===== config.mk =====
export PLATFORM = sky130hd
export DESIGN_NAME = byte_deserialiser
export DESIGN_NICKNAME = d
export VERILOG_FILES = /design/src/rtl/byte_deserialiser.sv
export SDC_FILE = /design/constraint.sdc
export NUM_CORES = 1
export LEC_CHECK = 0
export CORE_MARGIN = 8
export CORE_UTILIZATION = 55
export DETAILED_ROUTE_END_ITERATION = 12
export GPL_ROUTABILITY_DRIVEN = 1
export PLACE_DENSITY = 0.86
export SYNTH_ARGS = -nofsm -noshare
export SYNTH_HDL_FRONTEND = slang
export SYNTH_SLANG_ARGS = --single-unit

===== constraint.sdc =====
create_clock -name clk -period 4.88 [get_ports clk]
set_clock_uncertainty 0.1 [all_clocks]
set_input_delay 0.976 -clock clk [delete_from_list [all_inputs] [get_ports clk]]
set_output_delay 0.976 -clock clk [all_outputs]
set_load 0.02 [all_outputs]

===== src/rtl/byte_deserialiser.sv =====
// Byte deserialiser: shifts strobed serial bits into bytes and presents
// each completed byte with an out_en window of HOLD_CYCLES cycles.
//
// Ports:
//   clk        rising-edge clock
//   rst        synchronous reset, active-high
//   ser_in     serial data bit, used only when ser_valid=1
//   ser_valid  bit strobe, one bit accepted per high cycle
//   clear      drops the partial byte (shift register and bit count)
//   data_out   last completed byte, held until the next completion
//   out_en     high for HOLD_CYCLES cycles after each completion
//   bit_count  bits accepted into the current partial byte
//   overrun    sticky flag: a byte completed while out_en was high
module byte_deserialiser #(
    parameter bit          MSB_FIRST   = 1'b1,
    parameter int unsigned HOLD_CYCLES = 4
) (
    input  logic       clk,
    input  logic       rst,
    input  logic       ser_in,
    input  logic       ser_valid,
    input  logic       clear,
    output logic [7:0] data_out,
    output logic       out_en,
    output logic [2:0] bit_count,
    output logic       overrun
);

    localparam logic [7:0] HOLD_RELOAD = 8'(HOLD_CYCLES - 1);

    logic [7:0] shreg_q, shreg_d;
    logic [2:0] cnt_q, cnt_d;
    logic [7:0] data_q, data_d;
    logic       en_q, en_d;
    logic [7:0] hold_q, hold_d;
    logic       ovr_q, ovr_d;

    logic [7:0] shifted;
    logic       accept;
    logic       complete;

    always_comb begin
        if (MSB_FIRST) begin
            shifted = {shreg_q[6:0], ser_in};
        end else begin
            shifted = {ser_in, shreg_q[7:1]};
        end
    end

    // clear overrides the strobe, so a bit arriving with clear never
    // counts and can never complete a byte.
    assign accept   = ser_valid && !clear;
    assign complete = accept && (cnt_q == 3'd7);

    always_comb begin
        shreg_d = shreg_q;
        cnt_d   = cnt_q;
        data_d  = data_q;
        en_d    = en_q;
        hold_d  = hold_q;
        ovr_d   = ovr_q;

        if (clear) begin
            shreg_d = '0;
            cnt_d   = '0;
        end else if (ser_valid) begin
            shreg_d = shifted;
            cnt_d   = cnt_q + 3'd1;
        end

        // A completion takes priority over the window countdown, so a
        // byte landing on the drop edge keeps out_en high without a gap.
        if (complete) begin
            data_d = shifted;
            en_d   = 1'b1;
            hold_d = HOLD_RELOAD;
            if (en_q) begin
                ovr_d = 1'b1;
            end
        end else if (en_q) begin
            if (hold_q == 8'd0) begin
                en_d = 1'b0;
            end else begin
                hold_d = hold_q - 8'd1;
            end
        end
    end

    always_ff @(posedge clk) begin
        if (rst) begin
            shreg_q <= '0;
            cnt_q   <= '0;
            data_q  <= '0;
            en_q    <= 1'b0;
            hold_q  <= '0;
            ovr_q   <= 1'b0;
        end else begin
            shreg_q <= shreg_d;
            cnt_q   <= cnt_d;
            data_q  <= data_d;
            en_q    <= en_d;
            hold_q  <= hold_d;
            ovr_q   <= ovr_d;
        end
    end

    assign data_out  = data_q;
    assign out_en    = en_q;
    assign bit_count = cnt_q;
    assign overrun   = ovr_q;

endmodule


== Yosys cells after proc, flatten, opt, wreduce, memory -nomap -nowiden ==
Index checks and enable logic that the tools add are counted.

* Register bits: 28
* Bits in latches: 0
* Bits in writable memories: 0
* Memory bits (read-only): 0
* Input bits: 5
* Output and inout port bits: 13
* Logic and storage cells: 28
* Memories kept: 0

* Add/subtract/negate cells: 2
* $mul: 0
* Divide/modulo/power cells: 0
* Magnitude comparators: 0
* Equality and inequality tests: 2
* Shift-type cells: 0
* Muxes and demuxes: 6
* Bitwise logic cells: 1
* Reductions and logical operators: 10

{| class="wikitable"
|+ Operators with widths
! kind !! number
|-
| zero test 8 bit || 1
|-
| subtractor 8 x 1 -> 8 bit (second input constant) || 1
|-
| 2-to-1 mux 2 bit || 3
|-
| AND reduction 2 bit || 3
|-
| OR reduction 2 bit || 2
|-
| adder 3 x 1 -> 3 bit (second input constant) || 1
|-
| equality test 3 bit (second input constant) || 1
|-
| 2-to-1 mux 1 bit || 3
|-
| logical AND 1 bit || 2
|-
| inequality test 2 bit (second input constant) || 1
|-
| nonzero test 2 bit || 1
|-
| zero test 1 bit || 1
|-
| inverter 1 bit || 1
|}

== Longest topological paths before layout ==
Gate-level depths: netlist of run 1.

* Word-level depth: 5
* Depth in mapped cells: 7

== Worst setup path before layout of run 1 ==
OpenSTA, ideal clock, no wires.

* Kind: input to register
* Start: input port clear
* End: register hold_q[0]
* Library setup time: 0.092 ns
* Arrival time: 1.800 ns
* Required time: 4.688 ns
* Path slack: 2.888 ns
* Cell stages on the path: 5
* Cells stage by stage: and3b_1 -> clkbuf_1 -> clkbuf_1 -> nor3_1 -> nor4_1

* Cells in the longest elaborated chain, start to end: 5

{| class="wikitable"
|+ Ends and longest elaborated chain
! element !! RTL line !! text
|-
| from (decl) || 22 || <nowiki>input logic clear,</nowiki>
|-
| zero test 1 bit * || 52 || <nowiki>assign accept = ser_valid && !clear;</nowiki>
|-
| logical AND 1 bit * || 52 ||
|-
| logical AND 1 bit * || 53 || <nowiki>assign complete = accept && (cnt_q == 3'd7);</nowiki>
|-
| inequality test 2 bit (no source line) or nonzero test 2 bit (tied branches) || -- ||
|-
| AND reduction 2 bit (no source line) || -- ||
|-
| to (signal assigned) || 102 || <nowiki>hold_q <= hold_d;</nowiki>
|-
| to (decl) || 35 || <nowiki>logic [7:0] hold_q, hold_d;</nowiki>
|}

Every way passes the cells marked *; elsewhere a longest branch is shown, timed or not.
A chain may end at the register's enable or synchronous reset.

== Worst setup path in the final report of run 1 ==
* Start: input port ser_valid
* End: register hold_q[1]

* Cells in the longest elaborated chain, start to end: 4

{| class="wikitable"
|+ Ends and longest elaborated chain
! element !! RTL line !! text
|-
| from (decl) || 21 || <nowiki>input logic ser_valid,</nowiki>
|-
| logical AND 1 bit * || 52 ||
|-
| logical AND 1 bit * || 53 ||
|-
| inequality test 2 bit (no source line) or nonzero test 2 bit (tied branches) || -- ||
|-
| AND reduction 2 bit (no source line) || -- ||
|}

Marks and branches as above.

==> results of run 1 <==
-- cell usage after synthesis --
master / instances / area, sq um
sky130_fd_sc_hd__dfxtp_1: 28 / 561
sky130_fd_sc_hd__nand2_1: 21 / 78.8
sky130_fd_sc_hd__a21oi_1: 14 / 70.1
sky130_fd_sc_hd__nor2_1: 12 / 45.0
sky130_fd_sc_hd__mux2i_1: 11 / 110
sky130_fd_sc_hd__clkbuf_1: 4 / 15.0
sky130_fd_sc_hd__ha_1: 4 / 50.1
sky130_fd_sc_hd__nor4_1: 4 / 25.0
sky130_fd_sc_hd__o21ai_0: 4 / 20.0
sky130_fd_sc_hd__inv_1: 3 / 11.3
sky130_fd_sc_hd__or4_1: 3 / 22.5
sky130_fd_sc_hd__a211oi_1: 2 / 15.0
sky130_fd_sc_hd__buf_1: 2 / 7.51
sky130_fd_sc_hd__nand3_1: 2 / 10.0
sky130_fd_sc_hd__or2_2: 2 / 12.5
sky130_fd_sc_hd__or3b_2: 2 / 17.5
sky130_fd_sc_hd__a2111o_1: 1 / 11.3
sky130_fd_sc_hd__a211o_2: 1 / 10.0
sky130_fd_sc_hd__a221oi_1: 1 / 8.76
sky130_fd_sc_hd__and3_1: 1 / 6.26
sky130_fd_sc_hd__and3b_1: 1 / 8.76
sky130_fd_sc_hd__nand3b_1: 1 / 7.51
sky130_fd_sc_hd__nor3_1: 1 / 5.00
sky130_fd_sc_hd__nor3b_1: 1 / 7.51
sky130_fd_sc_hd__or3_1: 1 / 6.26
sky130_fd_sc_hd__or3_2: 1 / 7.51
sky130_fd_sc_hd__or4_4: 1 / 11.3
sky130_fd_sc_hd__xnor2_1: 1 / 8.76
-- registers in the layout, indices dropped and copies added (netlist names) --
signal	cells
hold_q	8
bit_count	3
out_en	1
overrun	1
data_out	8
shreg_q	7
-- power groups by stage --
| stage | clock (W) | combinational [W] | sequential, W |
|---|---|---|---|
| 5_1_grt | 0.000103 | 0.0000170 | 0.000231 |
| 2_1_floorplan | 0 | 0.00000872 | 0.000236 |
| 4_1_cts | 0.0000923 | 0.0000158 | 0.000230 |
| 3_5_place_dp | 0 | 0.0000157 | 0.000235 |
| 3_3_place_gp | 0 | 0.0000155 | 0.000235 |
| 6_report | 0.0000880 | 0.0000158 | 0.000230 |
-- area by class of cell --
cell class | instances | share of cell area
multi-input cells | 93 | 0.419
flip-flops and latches | 28 | 0.408
repair buffers | 17 | 0.124
well taps | 27 | 0.0246
clock buffers | 3 | 0.0164
inverters | 3 | 0.00820
-- metrics by stage --
| step | cells | total power [W] | worst slack [ns] |
|---|---|---|---|
| final | 171 | 0.000334 | 2.12 |
| after CTS | 171 | 0.000339 | 2.14 |
| after floorplan | 130 | 0.000245 | 2.89 |
| after detailed placement | 168 | 0.000251 | 1.82 |
| after global routing | 171 | 0.000351 | 2.00 |
| after global placement | 168 | 0.000251 | 1.88 |
-- worst min-delay path, cell delays in order, from the launching register on --
cell	delay, ns
sky130_fd_sc_hd__dfxtp_1	0.33
sky130_fd_sc_hd__nand2_1	0.05
sky130_fd_sc_hd__a21oi_1	0.05
-- routing by layer --
layer,part of all wire,up-vias
li1,-,487
met1,0.45,444
met2,0.52,9
met3,0.036,0
met4,0,0
met5,0,-
-- logic make-up (layout without fill, tap and decap cells) --
| kind of cell | after synthesis | in the layout |
|---|---|---|
| AO/OA/AOI/OAI | 23 | 23 |
| XOR/XNOR | 1 | 1 |
| adder cells (fa/ha/maj) | 4 | 4 |
| buffers and inverters | 9 | 23 |
| flip-flops | 28 | 28 |
| multiplexers | 11 | 11 |
| AND/OR/NAND/NOR | 54 | 54 |
-- final timing paths --
kind                 endpoint  slack (ns)    startpoint  cells after the start
setup reg to reg    hold_q[7]        3.03  bit_count[0]                      5
hold reg to reg   data_out[4]        0.36   data_out[4]                      2
hold / removal    data_out[4]        0.36   data_out[4]                      2
setup / recovery    hold_q[1]        2.12     ser_valid                      4
==> results.md, run 1 <==
Layout:
- The register area is ~560 sq um.
- Once layout is done, the placed cells without fillers occupy roughly 1400 sq um.
- Once layout is complete, the utilization of the core stands at 0.693.
- The final layout contains 155 nets.
- The most common cell after layout, fill and taps aside is sky130_fd_sc_hd__dfxtp_1.
- The repair_antennas step left the layout with diodes totalling 0.
- The footprint of the multi-input gates is 576 sq um.
- The layout has ~160 filler cells.
- The fraction of layout instances using a drive strength above 1 is 0.0694.
- The area growth from synthesis to layout is 17.4%.
- In the layout the commonest cells are sky130_fd_sc_hd__dfxtp_1, sky130_fd_sc_hd__nand2_1, sky130_fd_sc_hd__clkdlybuf4s50_1.

Synthesis:
- The area fraction in compound gates after synthesis came to 0.116.
- The synthesized cell area is about 1200 sq um.
- The post-synthesis adder-cell area fraction is 0.0428.
- In this run the mean area of a mapped cell was approximately 9.0 sq um.
- Synthesis produced 130 cells.
- Measured against the total synthesized area, the mux share comes to 0.0941.
- The total of flip-flops plus latches after synthesis is 28.
- The sequential share of the synthesized area is 0.479.
- The main combinational cell family by area after synthesis is simple AND/OR/NAND/NOR gates.
- Of the total synthesized cell area, the portion taken by XOR and XNOR cells is 0.00749.
- Yosys mapped the design onto 28 distinct sky130hd cell types.
- Of the total synthesized cell area, the portion taken by AND, OR, NAND and NOR gates is 0.232.
- The number of nets handed over by synthesis was approximately 140.
- During synthesis, Yosys emitted a total of 0 warnings.

Pwr:
- The worst-case IR drop observed on VDD is around 0.22 mV.
- The cell-internal power is between 0.0002 and 0.0003 W.
- The combinational fraction of design power is 0.047.
- The static leakage is approximately 0.5 nW.
- The switching power share of the total is 0.205.
- The share of total power dissipated in the clock network is 0.263.
- Summed over all nets, the switching power comes to 0.0000684 W.
- The areal power density over the cells is ~240 nW/um^2.
- The share of total power dissipated in sequential elements is 0.689.

Place:
- The placed instance area is about 1400 sq um.
- The count of buffers from port buffering is 17.
- At the end of routability-driven placement, the weighted congestion stood at ~0.75.
- Once detailed placement completed, the half-perimeter wirelength came to roughly 1800 um.

Clocking:
- The later pin in the worst-skew pair is clocked with a latency of 0.31 ns.
- The count of hold buffers inserted by post-cts repair is 0.
- The clock root buffer master is sky130_fd_sc_hd__clkbuf_4.
- The longest clock path from root to sink contains 2 buffers.
- The number of gates resized after cts is 0.
- The clock sink count is 28.
- After clock tree synthesis, the clock-pin slew on the worst setup and hold paths is around 0.13 ns.
- The count of H-tree levels built during CTS is 1.
- TritonCTS built the clock tree.
- In this run, CTS created clock tree buffers numbering 3.
- Once the clock tree was built, the setup fixing pass inserted 0 buffers.

STA:
- In this run the tightest slew margin relative to its limit is 0.507.
- Setup violations remaining at the end of the flow were counted as 0.
- The hold violation total from the final report is 0.
- After layout, the minimum clock period comes to 2.76 ns.
- The worst-margin pin slew is 0.732 ns.
- The part of the cycle the worst path needs is 0.565.
- Setup repair after global routing left no endpoint under its margin.
- After routing, the total negative slack on setup checks comes to 0 ns.
- The number of max-slew violations in the final report is 0.
- Static timing analysis puts the maximum clock frequency at roughly 360 MHz.
- The worst hold slack is about 0.36 ns.

Setup path:
- The startpoint type of the worst setup path is an input pin.
- The worst setup path is of the in2reg kind.
- Together, buffers and inverters on the worst path number 1.
- The critical path goes through clkdlybuf4s50_1, nand3b_1, and3_1, a221oi_1.
- Of all nets on the critical path, the largest fanout is 13.
- The maximum single-stage delay on the critical path is about 0.85 ns.
- STA classifies the critical path endpoint as a flip-flop.
- The endpoint required time on the critical path is 5.00 ns.
- For the worst setup path, the data arrival time is between 2 and 3 ns.
- The largest delay contributor family on the critical path is buffers and inverters.
- The cell type of the slowest stage on the worst timing path is sky130_fd_sc_hd__clkdlybuf4s50_1.

Detailed routing:
- The mean number of vias per cell is approximately 5.5.
- The remaining antenna violation count after routing is 0.
- The total wire length is between 2000 and 2500 um.
- The detailed-route via count is between 900 and 1000.
- Dividing the detail-routed wire length by the instance count gives ~14 um.
- The first detailed-routing pass took 4 iterations.
- The first routing iteration left 41 violations.
- The post-route DRC violation count is 0.

GRT:
- The global-route layer with the greatest usage is met2.
- For met3 alone, demand over resource in global routing was 0.0358.
- The number of global-route vias before repair came to between 800 and 900.
- The total congestion overflow is 0.
- In the global route stage, met1 resource usage came out at 0.128.
- The total track usage is 0.117.
- The pin count of the biggest net entering global routing is 17.
- For met2 alone, demand over resource in global routing was 0.219.
- The first-pass GRT wire length is a little under 4000 um.
- The initial antenna violation count is 0.

Status:
- The flow ran to the end, and the final reports show no timing, DRC or antenna violations.

Die:
- The die covers around 3900 sq um.
- The cell row count is 16.
- 18 I/O pins were placed.
- The region available for standard cell placement spans approximately 2000 sq um.
- For this configuration, the core starts out at a cell density of 0.590.
- The height of the die is approximately 62 um.
- The die outline width is 62.1 um.

Flow run:
- The number of max-cap violations is 0.

Hold path:
- The class of the most critical hold timing path is reg2reg.
(Power assumes the default switching activity.)
==> run 2, diff against run 1 <==
Settings changed: CORE_UTILIZATION 55 to 46, PLACE_DENSITY 0.86 to 0.78.
Clock period 4.88 ns to 2.4 ns, I/O delays scaled along.
==> run 2 against run 1 <==
- combinational power is 120% higher
- core utilization down 11 points
- cell count up 5.3%
- hold slack better by 0.0027 ns
- sequential power grew 100%
- global-route usage is 0.53 points lower
- routed wire length is essentially flat
- design area rose by 4.0%
- sequential share of layout area shrank 1.6 points
- register-to-register slack worse by 2.4 ns
- non-clock buffer count rose by 5
- highest routed layer is now met4
==> results.md, run 2 (synthesized netlist as in run 1, its figures left out) <==
Die:
- The die outline width is 66.4 um.
- The total core area is ~2500 sq um.
- The height of the die is around 66 um.
- For this design the top-level I/O count stands at 18.
- The cell row count is 18.
- The die covers roughly 4400 sq um.
- For this configuration, the core starts out at a cell density of 0.477.

Layout:
- The post-route core utilization is 0.582.
- In the layout the commonest cells are sky130_fd_sc_hd__dfxtp_1, sky130_fd_sc_hd__nand2_1, sky130_fd_sc_hd__clkdlybuf4s50_1.
- 0 antenna diodes ended up in the layout.
- Leaving out fill and tap cells, the most frequent cell in the layout is sky130_fd_sc_hd__dfxtp_1.
- Of the cells placed in the final design, the portion with a size suffix greater than 1 is 0.107.
- The total number of nets in the final design is 160.
- The fill cell instance count of the final layout is ~210.
- The signed area change from the synthesized netlist to the final layout is 22.1%.

Hold path:
- The worst hold path belongs to the class reg2reg.
- The start point of the worst min-delay path is data_out[3].

Clocking:
- Clock tree synthesis inserted a total of 3 buffers.
- In this run the number of H-tree levels came out at 1.
- For the worst-skew pair, the clock arrives at the later sink with an insertion delay of ~0.32 ns.
- The number of buffers on the longest clock path is 2.
- The clock edge transition at the registers on the reported setup and hold paths is ~0.14 ns.
- Once the clock tree was built, the resizer swapped 0 gates to a different size.
- The count of hold buffers inserted by post-cts repair is 0.
- The clock root buffer master is sky130_fd_sc_hd__clkbuf_4.
- In this run the post-CTS setup repair buffer count came out at 0.
- The clock tree from TritonCTS is built.
- The clock sink count is 28.

Setup path:
- The nature of the critical path endpoint is a primary output.
- The endpoint required time on the critical path is about 1.8 ns.
- The largest delay contributor family on the critical path is buffers and inverters.
- In this run the critical register-to-register path is launched from bit_count[0].
- The startpoint type of the worst setup path is a flip-flop.
- The timing startpoint of the critical path is out_en.
- Together, buffers and inverters on the worst path number 1.
- The cell type of the slowest stage on the worst timing path is sky130_fd_sc_hd__clkdlybuf4s50_1.
- The start-to-end type of the worst setup path is reg2out.
- The largest fanout on the critical path is 8.
- The maximum single-stage delay on the critical path is ~0.66 ns.
- The arrival time reported for the critical path endpoint is 1.47 ns.
- The critical path goes through clkdlybuf4s50_1.

STA:
- Setup violations remaining at the end of the flow were counted as 0.
- The post-route setup TNS is 0 ns.
- The worst-margin pin slew is slightly above 0.8 ns.
- The number of max-slew violations in the final report came to 0.
- The hold violation total from the final report came to 0.
- Static timing analysis puts the maximum clock frequency at a little under 500 MHz.
- The worst path in the final design needs a cycle of 2.05 ns, including I/O delays and setup.
- Setup repair after global routing left no endpoint under its margin.
- The normalized max-slew margin is 0.452.
- Dividing the final minimum period by the clock period gives 0.855.

Place:
- The routability-driven placement congestion ratio is 0.841.
- Detailed placement finished with a half-perimeter wire length of 1760 um.
- In this run the tool buffered the top-level ports with 17 buffer cells.

GRT:
- The number of global-route vias before repair was around 1000.
- The first global-routing pass estimated approximately 4000 um of wire.
- The initial antenna violation count was 0.
- The total track usage is 0.112.
- After global routing the overflow that remains totals 0.
- Entering global routing, the biggest net connects 16 pins.

Detailed routing:
- In this run the remaining antenna-violating nets after routing total 0.
- The detailed-routing iteration count for the pre-antenna-repair pass is 4.
- The violation count after the first detailed-route iteration is 45.
- After detailed routing, the number of remaining DRC violations is 0.
- After detailed routing, the number of vias per cell comes to approximately 5.5.
- The wire length per cell after detailed routing is 13.0 um.
- Detailed routing inserted a total of approximately 1000 vias.
- Wires add up to ~2300 um.

Pwr:
- The static leakage is ~0.54 nW.
- The areal power density over the cells is 508 nW/um^2.
- The worst-case IR drop observed on VDD is about 0.43 mV.

Status:
- The run finished with clean final reports.

Flow run:
- Max-cap violations in this run came to 0.
run 2: cell count changes in the layout (fill, tap and decap cells not counted), sizes merged:
cell / before / now
clkbuf: 3 / 4
buf: 0 / 5
run 2: area by class of cell:
| cell class | count | area [sq um] | area share |
|---|---|---|---|
| Multi-Input combinational cell | 93 | 576 | 0.403 |
| Sequential cell | 28 | 561 | 0.392 |
| Timing Repair Buffer | 22 | 208 | 0.145 |
| Tap cell | 30 | 37.5 | 0.0263 |
| Clock buffer | 4 | 36.3 | 0.0254 |
| Inverter | 3 | 11.3 | 0.00788 |
run 2: final timing paths:
path            endpoint  slack [ns]  cells past startpoint
min reg2reg  data_out[3]        0.37                      2
min          data_out[3]        0.37                      2
max reg2reg    hold_q[3]        0.61                      6
max               out_en        0.35                      1
run 2: per-stage QoR:
step	hold WS (ns)	power (W)	worst slack, ns	instances	area (sq um)
after floorplan	0.331	0.000498	0.641	130	1170
after global routing	0.387	0.000757	0.269	180	1430
after detailed placement	0.348	0.000513	0.367	176	1390
after CTS	0.367	0.000733	0.340	180	1430
final	0.366	0.000727	0.347	180	1430
after global placement	0.347	0.000513	0.415	176	1390
run 2: per-layer routing:
layer / routed length (um) / share of wire / up-vias / track usage
met4: 13 / 0.0055 / 0 / 0.0400
met5: 0 / 0 / - / 0
li1: - / - / 497 / -
met1: 1060 / 0.45 / 489 / 0.114
met2: 1170 / 0.50 / 10 / 0.206
met3: 101 / 0.043 / 2 / 0.0373
run 2: power by group:
group           total, W  internal, W  switching, W
sequential      0.000468     0.000467    0.00000159
combinational  0.0000349    0.0000170     0.0000179
clock           0.000223    0.0000927      0.000131
==> run 3, diff against run 2 <==
Settings changed: CTS_CLUSTER_DIAMETER set to 120, GPL_ROUTABILITY_DRIVEN 1 to 0.
==> results of run 3 <==
Same layout as run 2: the final DEF is identical, and so are final timing and power.
